### config.mk
export PLATFORM = sky130hd
export DESIGN_NAME = proc_cmd_sequencer_flat
export DESIGN_NICKNAME = d
export VERILOG_FILES = /design/src/rtl/proc_cmd_sequencer_if.sv /design/src/rtl/proc_cmd_sequencer.sv /design/src/flat_wrapper.sv
export SDC_FILE = /design/constraint.sdc
export NUM_CORES = 1
export LEC_CHECK = 0
export BUFFER_PORTS_ARGS = -buffer_cell sky130_fd_sc_hd__buf_2
export CAP_MARGIN = 20
export CORE_MARGIN = 1
export CORE_UTILIZATION = 35
export CTS_CLUSTER_DIAMETER = 150
export DETAILED_ROUTE_END_ITERATION = 16
export GPL_ROUTABILITY_DRIVEN = 1
export MAX_ROUTING_LAYER = met4
export PLACE_DENSITY = 0.67
export SYNTH_ARGS = -nofsm -noshare
export SYNTH_HDL_FRONTEND = slang
export SYNTH_SLANG_ARGS = --single-unit
### constraint.sdc
create_clock -name clk -period 5.9 [get_ports clk]
set_input_delay 0.295 -clock clk [delete_from_list [all_inputs] [get_ports clk]]
set_output_delay 0.295 -clock clk [all_outputs]
set_load 0.01 [all_outputs]
### src/rtl/proc_cmd_sequencer_if.sv
// -----------------------------------------------------------------------------
// proc_cmd_sequencer_if
// Groups the front-panel inputs, the data-memory write port and the core
// control outputs of the command sequencer.
//   btn        raw 3-bit button bus (asynchronous, bouncy)
//   bytePos    switch value: initial position or algorithm select
//   mem_we     memory write request, held until mem_ack or timeout
//   mem_addr   memory write address
//   mem_wdata  memory write data, {24'b0, latched bytePos}
//   mem_ack    memory accepted the write this cycle
//   alg_sel    selected algorithm
//   cpu_rst    reset to the processor core, 1 = held
//   busy       high while a position write is in flight
//   err        one-cycle pulse on rejected command or write timeout
// Modports: master = the sequencer, slave = the environment driving it.
// -----------------------------------------------------------------------------
interface proc_cmd_sequencer_if;
    logic [2:0]  btn;
    logic [7:0]  bytePos;
    logic        mem_we;
    logic [7:0]  mem_addr;
    logic [31:0] mem_wdata;
    logic        mem_ack;
    logic [1:0]  alg_sel;
    logic        cpu_rst;
    logic        busy;
    logic        err;

    modport master (
        input  btn, bytePos, mem_ack,
        output mem_we, mem_addr, mem_wdata, alg_sel, cpu_rst, busy, err
    );

    modport slave (
        output btn, bytePos, mem_ack,
        input  mem_we, mem_addr, mem_wdata, alg_sel, cpu_rst, busy, err
    );
endinterface

### src/rtl/proc_cmd_sequencer.sv
// -----------------------------------------------------------------------------
// proc_cmd_sequencer
// Front-panel command controller for the processor. Synchronizes and
// debounces the button bus, turns each fresh press into a command, writes the
// initial byte position into data memory over a req/ack handshake, latches
// the algorithm select and holds the core in reset until a valid START.
// Ports:
//   clk   system clock, rising edge
//   rst   asynchronous reset, active-high
//   bus   proc_cmd_sequencer_if.master (buttons, switches, memory write port,
//         alg_sel, cpu_rst, busy, err)
// -----------------------------------------------------------------------------
module proc_cmd_sequencer #(
    parameter int         DB_CYCLES  = 500000,
    parameter logic [7:0] POS_ADDR   = 8'd0,
    parameter int         WR_TIMEOUT = 16
) (
    input  logic                   clk,
    input  logic                   rst,
    proc_cmd_sequencer_if.master   bus
);

    localparam int CW = $clog2(DB_CYCLES + 1);
    localparam int TW = $clog2(WR_TIMEOUT + 1);
    localparam logic [CW-1:0] DB_MAX  = CW'(DB_CYCLES);
    localparam logic [TW-1:0] WR_LAST = TW'(WR_TIMEOUT - 1);

    localparam logic [2:0] CMD_LOAD_POS = 3'b011;
    localparam logic [2:0] CMD_SEL_ALG  = 3'b110;
    localparam logic [2:0] CMD_START    = 3'b100;
    localparam logic [2:0] CMD_STOP     = 3'b001;

    typedef enum logic [1:0] {
        IDLE  = 2'd0,
        WRITE = 2'd1,
        RUN   = 2'd2
    } state_t;

    state_t        state;
    logic [2:0]    sync1;
    logic [2:0]    sync2;
    logic [2:0]    cand;        // synced value currently being qualified
    logic [CW-1:0] cnt;         // consecutive samples equal to cand (saturates)
    logic [2:0]    db;          // debounced button value
    logic          cmd_valid;   // one-cycle pulse: db went 000 -> nonzero
    logic [2:0]    cmd;
    logic          pos_loaded;
    logic [TW-1:0] wr_cnt;      // cycles spent waiting for mem_ack

    // Button synchronizer, debounce counter and press-event detection.
    // cnt reaching DB_MAX means the last DB_CYCLES synced samples all equalled
    // cand, so cand becomes the debounced value on this edge.
    always_ff @(posedge clk or posedge rst) begin
        if (rst) begin
            sync1     <= 3'b000;
            sync2     <= 3'b000;
            cand      <= 3'b000;
            cnt       <= '0;
            db        <= 3'b000;
            cmd_valid <= 1'b0;
            cmd       <= 3'b000;
        end else begin
            sync1     <= bus.btn;
            sync2     <= sync1;
            cmd_valid <= 1'b0;
            if (sync2 != cand) begin
                cand <= sync2;
                cnt  <= CW'(1);
            end else if (cnt != DB_MAX) begin
                cnt <= cnt + CW'(1);
            end else begin
                cnt <= cnt;
            end
            if (cnt == DB_MAX) begin
                db        <= cand;
                cmd_valid <= (db == 3'b000) && (cand != 3'b000);
                cmd       <= cand;
            end else begin
                db <= db;
            end
        end
    end

    // Command FSM with registered outputs; err defaults low every cycle so
    // it can only pulse.
    always_ff @(posedge clk or posedge rst) begin
        if (rst) begin
            state         <= IDLE;
            bus.mem_we    <= 1'b0;
            bus.mem_addr  <= 8'd0;
            bus.mem_wdata <= 32'd0;
            bus.alg_sel   <= 2'd0;
            bus.cpu_rst   <= 1'b1;
            bus.busy      <= 1'b0;
            bus.err       <= 1'b0;
            pos_loaded    <= 1'b0;
            wr_cnt        <= '0;
        end else begin
            bus.err <= 1'b0;
            case (state)
                IDLE: begin
                    if (cmd_valid) begin
                        case (cmd)
                            CMD_LOAD_POS: begin
                                bus.mem_wdata <= {24'd0, bus.bytePos};
                                bus.mem_addr  <= POS_ADDR;
                                bus.mem_we    <= 1'b1;
                                bus.busy      <= 1'b1;
                                wr_cnt        <= '0;
                                state         <= WRITE;
                            end
                            CMD_SEL_ALG: begin
                                bus.alg_sel <= bus.bytePos[1:0];
                            end
                            CMD_START: begin
                                if (pos_loaded) begin
                                    bus.cpu_rst <= 1'b0;
                                    state       <= RUN;
                                end else begin
                                    bus.err <= 1'b1;
                                end
                            end
                            CMD_STOP: begin
                                state <= IDLE;
                            end
                            default: begin
                                bus.err <= 1'b1;
                            end
                        endcase
                    end else begin
                        state <= IDLE;
                    end
                end
                WRITE: begin
                    // A press during the write is rejected; the write goes on.
                    if (cmd_valid) begin
                        bus.err <= 1'b1;
                    end else begin
                        bus.err <= 1'b0;
                    end
                    if (bus.mem_ack) begin
                        bus.mem_we <= 1'b0;
                        bus.busy   <= 1'b0;
                        pos_loaded <= 1'b1;
                        state      <= IDLE;
                    end else if (wr_cnt == WR_LAST) begin
                        bus.mem_we <= 1'b0;
                        bus.busy   <= 1'b0;
                        bus.err    <= 1'b1;
                        state      <= IDLE;
                    end else begin
                        wr_cnt <= wr_cnt + TW'(1);
                    end
                end
                RUN: begin
                    if (cmd_valid) begin
                        if (cmd == CMD_STOP) begin
                            bus.cpu_rst <= 1'b1;
                            state       <= IDLE;
                        end else begin
                            bus.err <= 1'b1;
                        end
                    end else begin
                        state <= RUN;
                    end
                end
                default: begin
                    bus.mem_we  <= 1'b0;
                    bus.busy    <= 1'b0;
                    bus.cpu_rst <= 1'b1;
                    state       <= IDLE;
                end
            endcase
        end
    end

endmodule
### src/flat_wrapper.sv
// flat-port wrapper written by rule: the top's interface ports become plain ports
module proc_cmd_sequencer_flat 
#(
    parameter int         DB_CYCLES  = 500000,
    parameter logic [7:0] POS_ADDR   = 8'd0,
    parameter int         WR_TIMEOUT = 16
)
  (clk, rst, bus_btn, bus_bytePos, bus_mem_ack, bus_mem_we, bus_mem_addr, bus_mem_wdata, bus_alg_sel, bus_cpu_rst, bus_busy, bus_err);
  proc_cmd_sequencer_if bus_i ();
  input  logic clk;
  input  logic rst;
  input wire logic [$bits(bus_i.btn)-1:0] bus_btn;
  input wire logic [$bits(bus_i.bytePos)-1:0] bus_bytePos;
  input wire logic [$bits(bus_i.mem_ack)-1:0] bus_mem_ack;
  output wire logic [$bits(bus_i.mem_we)-1:0] bus_mem_we;
  output wire logic [$bits(bus_i.mem_addr)-1:0] bus_mem_addr;
  output wire logic [$bits(bus_i.mem_wdata)-1:0] bus_mem_wdata;
  output wire logic [$bits(bus_i.alg_sel)-1:0] bus_alg_sel;
  output wire logic [$bits(bus_i.cpu_rst)-1:0] bus_cpu_rst;
  output wire logic [$bits(bus_i.busy)-1:0] bus_busy;
  output wire logic [$bits(bus_i.err)-1:0] bus_err;
  assign bus_i.btn = bus_btn;
  assign bus_i.bytePos = bus_bytePos;
  assign bus_i.mem_ack = bus_mem_ack;
  assign bus_mem_we = bus_i.mem_we;
  assign bus_mem_addr = bus_i.mem_addr;
  assign bus_mem_wdata = bus_i.mem_wdata;
  assign bus_alg_sel = bus_i.alg_sel;
  assign bus_cpu_rst = bus_i.cpu_rst;
  assign bus_busy = bus_i.busy;
  assign bus_err = bus_i.err;
  proc_cmd_sequencer #(.DB_CYCLES(DB_CYCLES), .POS_ADDR(POS_ADDR), .WR_TIMEOUT(WR_TIMEOUT)) u_core (.clk(clk), .rst(rst), .bus(bus_i));
endmodule
# Word-level counts from Yosys, hierarchy flattened

Index checks and enable logic that the tools add are counted.

Word-level logic and storage cells: 90
Output and inout port bits: 46
Bits in registers: 53

Add/subtract/negate cells: 2
Eq/ne operators: 22
Multiplexer cells: 36
Reduce and logical (&&, ||, !) cells: 14
Bitwise logic cells: 2

Operator list:

| kind                    | number |
|---|---|
| $mux W19                | 2 |
| $mux W5                 | 4 |
| $add A19 B1 Y19 const B | 1 |
| $eq A19 B19 Y1 const B  | 1 |
| $ne A19 B19 Y1 const B  | 1 |
| $mux W1                 | 17 |
| $mux W2                 | 6 |
| $pmux W2 S3             | 2 |
| $pmux W5 S2             | 1 |
| $pmux W1 S3             | 3 |
| $ne A2 B1 Y1 const B    | 4 |
| $ne A2 B2 Y1 const B    | 4 |
| $reduce_and A4 Y1       | 2 |
| $eq A3 B3 Y1 const B    | 2 |
| $reduce_and A3 Y1       | 2 |
| $reduce_and A6 Y1       | 1 |
| $add A5 B1 Y5 const B   | 1 |
| $eq A5 B4 Y1 const B    | 1 |
| $ne A5 B5 Y1 const B    | 1 |
| $reduce_and A5 Y1       | 1 |
| $ne A4 B4 Y1 const B    | 1 |
| $reduce_bool A2 Y1      | 2 |
| $eq A3 B1 Y1 const B    | 1 |
| $eq A3 B2 Y1 const B    | 1 |
| 13 further kinds        | 14 |

# Longest topological paths before layout

Depth in word-level cells: 5
Gate-level depth with buffers: 7
Gate-level depth less buffers: 7

# Worst setup path before layout

No wires, ideal clock.

Path kind: register to register
From: register u_core.cnt[2]
To: register u_core.db[1]
Data required time: 5.772 ns
Slack: 3.997 ns
Setup time: 0.128 ns
Cell stages (with the launch flop): 5
Arrival: 1.775 ns
Cell sequence: dfrtp_1 > or4b_4 > or3_4 > nor2_4 > mux2_1

Word-level cells in the longest chain between the ends: 1

RTL lines:

| what                   | line                     | text |
|---|---|---|
| from (decl)            | proc_cmd_sequencer.sv:43 | `logic [CW-1:0] cnt;` |
| from (signal assigned) | proc_cmd_sequencer.sv:70 | `cnt <= cnt + CW'(1);` |
| from (signal assigned) | proc_cmd_sequencer.sv:72 | `cnt <= cnt;` |
| $eq A19 B19 Y1         | proc_cmd_sequencer.sv:74 | `if (cnt == DB_MAX) begin` |
| to (signal assigned)   | proc_cmd_sequencer.sv:75 | `db <= cand;` |
| to (decl)              | proc_cmd_sequencer.sv:44 | `logic [2:0] db;` |

No other way between the ends.
A chain may end at the register's enable or synchronous reset.

# Worst setup path in the final report

Ends and elaborated chain as after synthesis.

==> impl_metrics.json <==
{
  "outcome": "complete, no violations",
  "drtPass1Iterations": 4,
  "drt_wl_total_um": 4470,
  "cp_slowest_cell": "or4b_4",
  "hold_viol": 0,
  "wl_per_cell_um": 11.5,
  "fill_cells": 740,
  "skew_ns": 0.00866,
  "htree_levels": 2,
  "seq_power_share": 0.612,
  "drt_first_iter_violations": 63,
  "cp_top_family": "simple AND/OR/NAND/NOR gates",
  "ys_types": 48,
  "syn_inst": 260,
  "grt_overflow": 0,
  "drive_gt1_frac": 0.194,
  "vias": 1844,
  "path_max_fanout": 8,
  "maxSlewHeadroom": 0.489,
  "path_buf_inv": 0,
  "reg2reg_to": "u_core.db[1]",
  "cp.arrival_ns": 2.18,
  "antenna_left": 0,
  "synth_edf_count": 0,
  "max_slew.worst_pin.slew_ns": 0.765,
  "cts_hold_buf": 1,
  "chipHeight_um": 89.5,
  "pwr-share-comb": 0.070,
  "gp_congestion": 0.845,
  "p_sw_uw": 146,
  "core-area_mm2": 0.00733,
  "cts_resized": 0,
  "clockBufferDepth": 2,
  "fmax_ghz": 0.501,
  "rsz0062_at_grt": "false",
  "cts_buffers": 5,
  "viasPerCell": 4.75,
  "post_cts_buffers": 0,
  "worstPathCellList": "or4b_4, or3_4, nor2_4, mux2_1",
  "yosysSeqAreaShare": 0.495,
  "cts_sinks": 53,
  "start_util": 0.366,
  "r2r_slack_ns": 3.90,
  "die-area_mm2": 0.00801,
  "slew_viol_final": 0,
  "ioPinCount": 60,
  "internal-power_uw": 469,
  "placementRows": 31,
  "min_period_ns": 2.00,
  "dp_hpwl_um": 3240,
  "grt_usage": 0.132,
  "swShare": 0.237,
  "end_kind": "flop",
  "grt_pass1_vias": 1652,
  "grt_max_degree": 39,
  "fin_setup_tns_ns": 0,
  "critical-path-max-stage-delay_ns": 0.57,
  "drv_cap": 0,
  "cts_tree": "yes",
  "clk_pin_slew_ns": 0.09,
  "worst_setup_path_start_kind": "flop",
  "total_power_uw": 614,
  "ys_ff_latch": 53,
  "worstPathRequired_ns": 6.08,
  "area_growth_pct": 8.17,
  "yosys_warnings": 0,
  "syn_area_per_cell_um2": 10.3,
  "worstRegToRegCells": 4,
  "holdPathStages": 1,
  "drc": 0,
  "chipWidth_um": 89.5,
  "rr_startpoint": "u_core.cnt[2]",
  "p_leak_nw": 1.28,
  "ir_drop_uv": 101,
  "nNetsFinal": 306,
  "path_class": "flop to flop",
  "ys_async_sr_fraction": 1.00,
  "syn-cell-area_mm2": 0.00268,
  "setup_viol": 0,
  "root_buffer": "clkbuf_8",
  "port_buffers": 27,
  "n_antenna_cell": 0,
  "grt_pass1_wl_um": 7830,
  "p_clk_frac": 0.318,
  "min_from": "bus_btn[0]",
  "synth-main-ff-cell": "dfrtp_1",
  "fin_util": 0.395,
  "powerDensity_mw_per_mm2": 212,
  "clk_latency_ns": 0.30,
  "antenna_found_initial": 0,
  "holdPathEnd": "u_core.sync1[0]",
  "hold_class": "input pin to flop",
  "fin_crit_sh": 0.338
}
## final cells by class
class,instances,area [um^2],share of cell area
flip-flops and latches,53,1330,0.458
multi-input cells,189,1160,0.401
repair buffers,29,165,0.0570
well taps,99,124,0.0427
clock buffers,7,76.3,0.0263
inverters,10,37.5,0.0129
clock inverters,1,7.51,0.00259
## how the worst max path moves through the flow
stage | startpoint | end | slack (ns) | depth (start not counted)
finish | u_core.cnt[2] | u_core.db[1] | 3.90 | 4
global route | u_core.cnt[1] | u_core.cnt[16] | 3.82 | 5
CTS | u_core.cnt[2] | u_core.db[1] | 3.90 | 4
detailed placement | u_core.cnt[2] | u_core.db[1] | 3.90 | 4
global placement | u_core.cnt[2] | u_core.db[1] | 3.95 | 4
floorplan | u_core.cnt[2] | u_core.db[1] | 4.00 | 4
## sequential cells by signal, summed over array words and instances, names as in the netlist
register and cells:
u_core.cnt 19, u_core.bus.mem_wdata 8, u_core.wr_cnt 5, u_core.cand 3, u_core.db 3, u_core.sync1 3
u_core.sync2 3, u_core.bus.alg_sel 2, u_core.state 2, u_core.bus.cpu_rst 1, u_core.bus.err 1, u_core.bus.mem_we 1
u_core.cmd_valid 1, u_core.pos_loaded 1
## synthesized netlist by cell type, drive strengths merged, types with 5 or more instances
cell	count	share of area
dfrtp	52	0.49
o21ai	15	0.028
nand4	6	0.014
or3	6	0.016
a21oi	13	0.024
nor2	19	0.029
nand2	18	0.025
mux2	12	0.050
nand3	10	0.019
inv	10	0.014
xor2	5	0.016
buf	33	0.092
clkbuf	6	0.0084
xnor2	6	0.020
## per-layer routing
layer | share of wire | global-route usage
met5 | 0 | -
met4 | 0.0085 | 0.0375
met3 | 0.052 | 0.0314
met2 | 0.47 | 0.215
met1 | 0.47 | 0.164
## kinds of logic after synthesis
family                     count (synthesis)  share of synthesized area
buffers and inverters                     49                      0.115
and+or+nand+nor                           86                      0.184
muxes                                     14                     0.0579
xor gates and xnor gates                  11                     0.0359
other                                      1                    0.00140
DFF                                       53                      0.495
AOI/OAI and AO/OA                         42                     0.0915
adders and majority gates                  4                     0.0187
## per-stage QoR
stage	worst slack, ns	instance area [um^2]	cells	hold slack [ns]
finish	3.90	2900	388	0.101
CTS	3.90	2900	388	0.0878
global route	3.82	2900	388	0.0834
detailed placement	3.90	2810	379	0.289
floorplan	4.00	2800	291	0.326
global placement	3.95	2790	378	0.336
## layout by cell type (no fill, tap or decap), types with 3 or more instances in the layout
cell type / synthesis / routed
conb_1: 1 / 32
nor3_1: 4 / 4
a31oi_1: 3 / 3
nor2_1: 18 / 18
o21ai_0: 15 / 15
buf_2: 0 / 27
dfrtp_1: 52 / 52
nand4_1: 6 / 6
clkbuf_8: 0 / 5
a21oi_1: 13 / 13
mux2_2: 10 / 10
inv_1: 10 / 9
nand2_1: 18 / 18
and2_1: 3 / 3
ha_1: 4 / 4
or3_1: 5 / 5
xnor2_1: 6 / 6
nand3_1: 10 / 10
xor2_1: 5 / 5
## worst register-to-register path: cells and delay by family, from the launching register on
kind | cells | cell delay [ns]
muxes | 1 | 0.34
and+or+nand+nor | 3 | 1.10
DFF | 1 | 0.45
## power by group through the flow
stage               logic, mW  registers (mW)  clock network, mW
global route           0.0511           0.377              0.222
finish                 0.0431           0.376              0.196
floorplan              0.0429           0.384                  0
global placement       0.0412           0.383                  0
detailed placement     0.0436           0.383                  0
CTS                    0.0439           0.376              0.208
(Power assumes the default switching activity.)
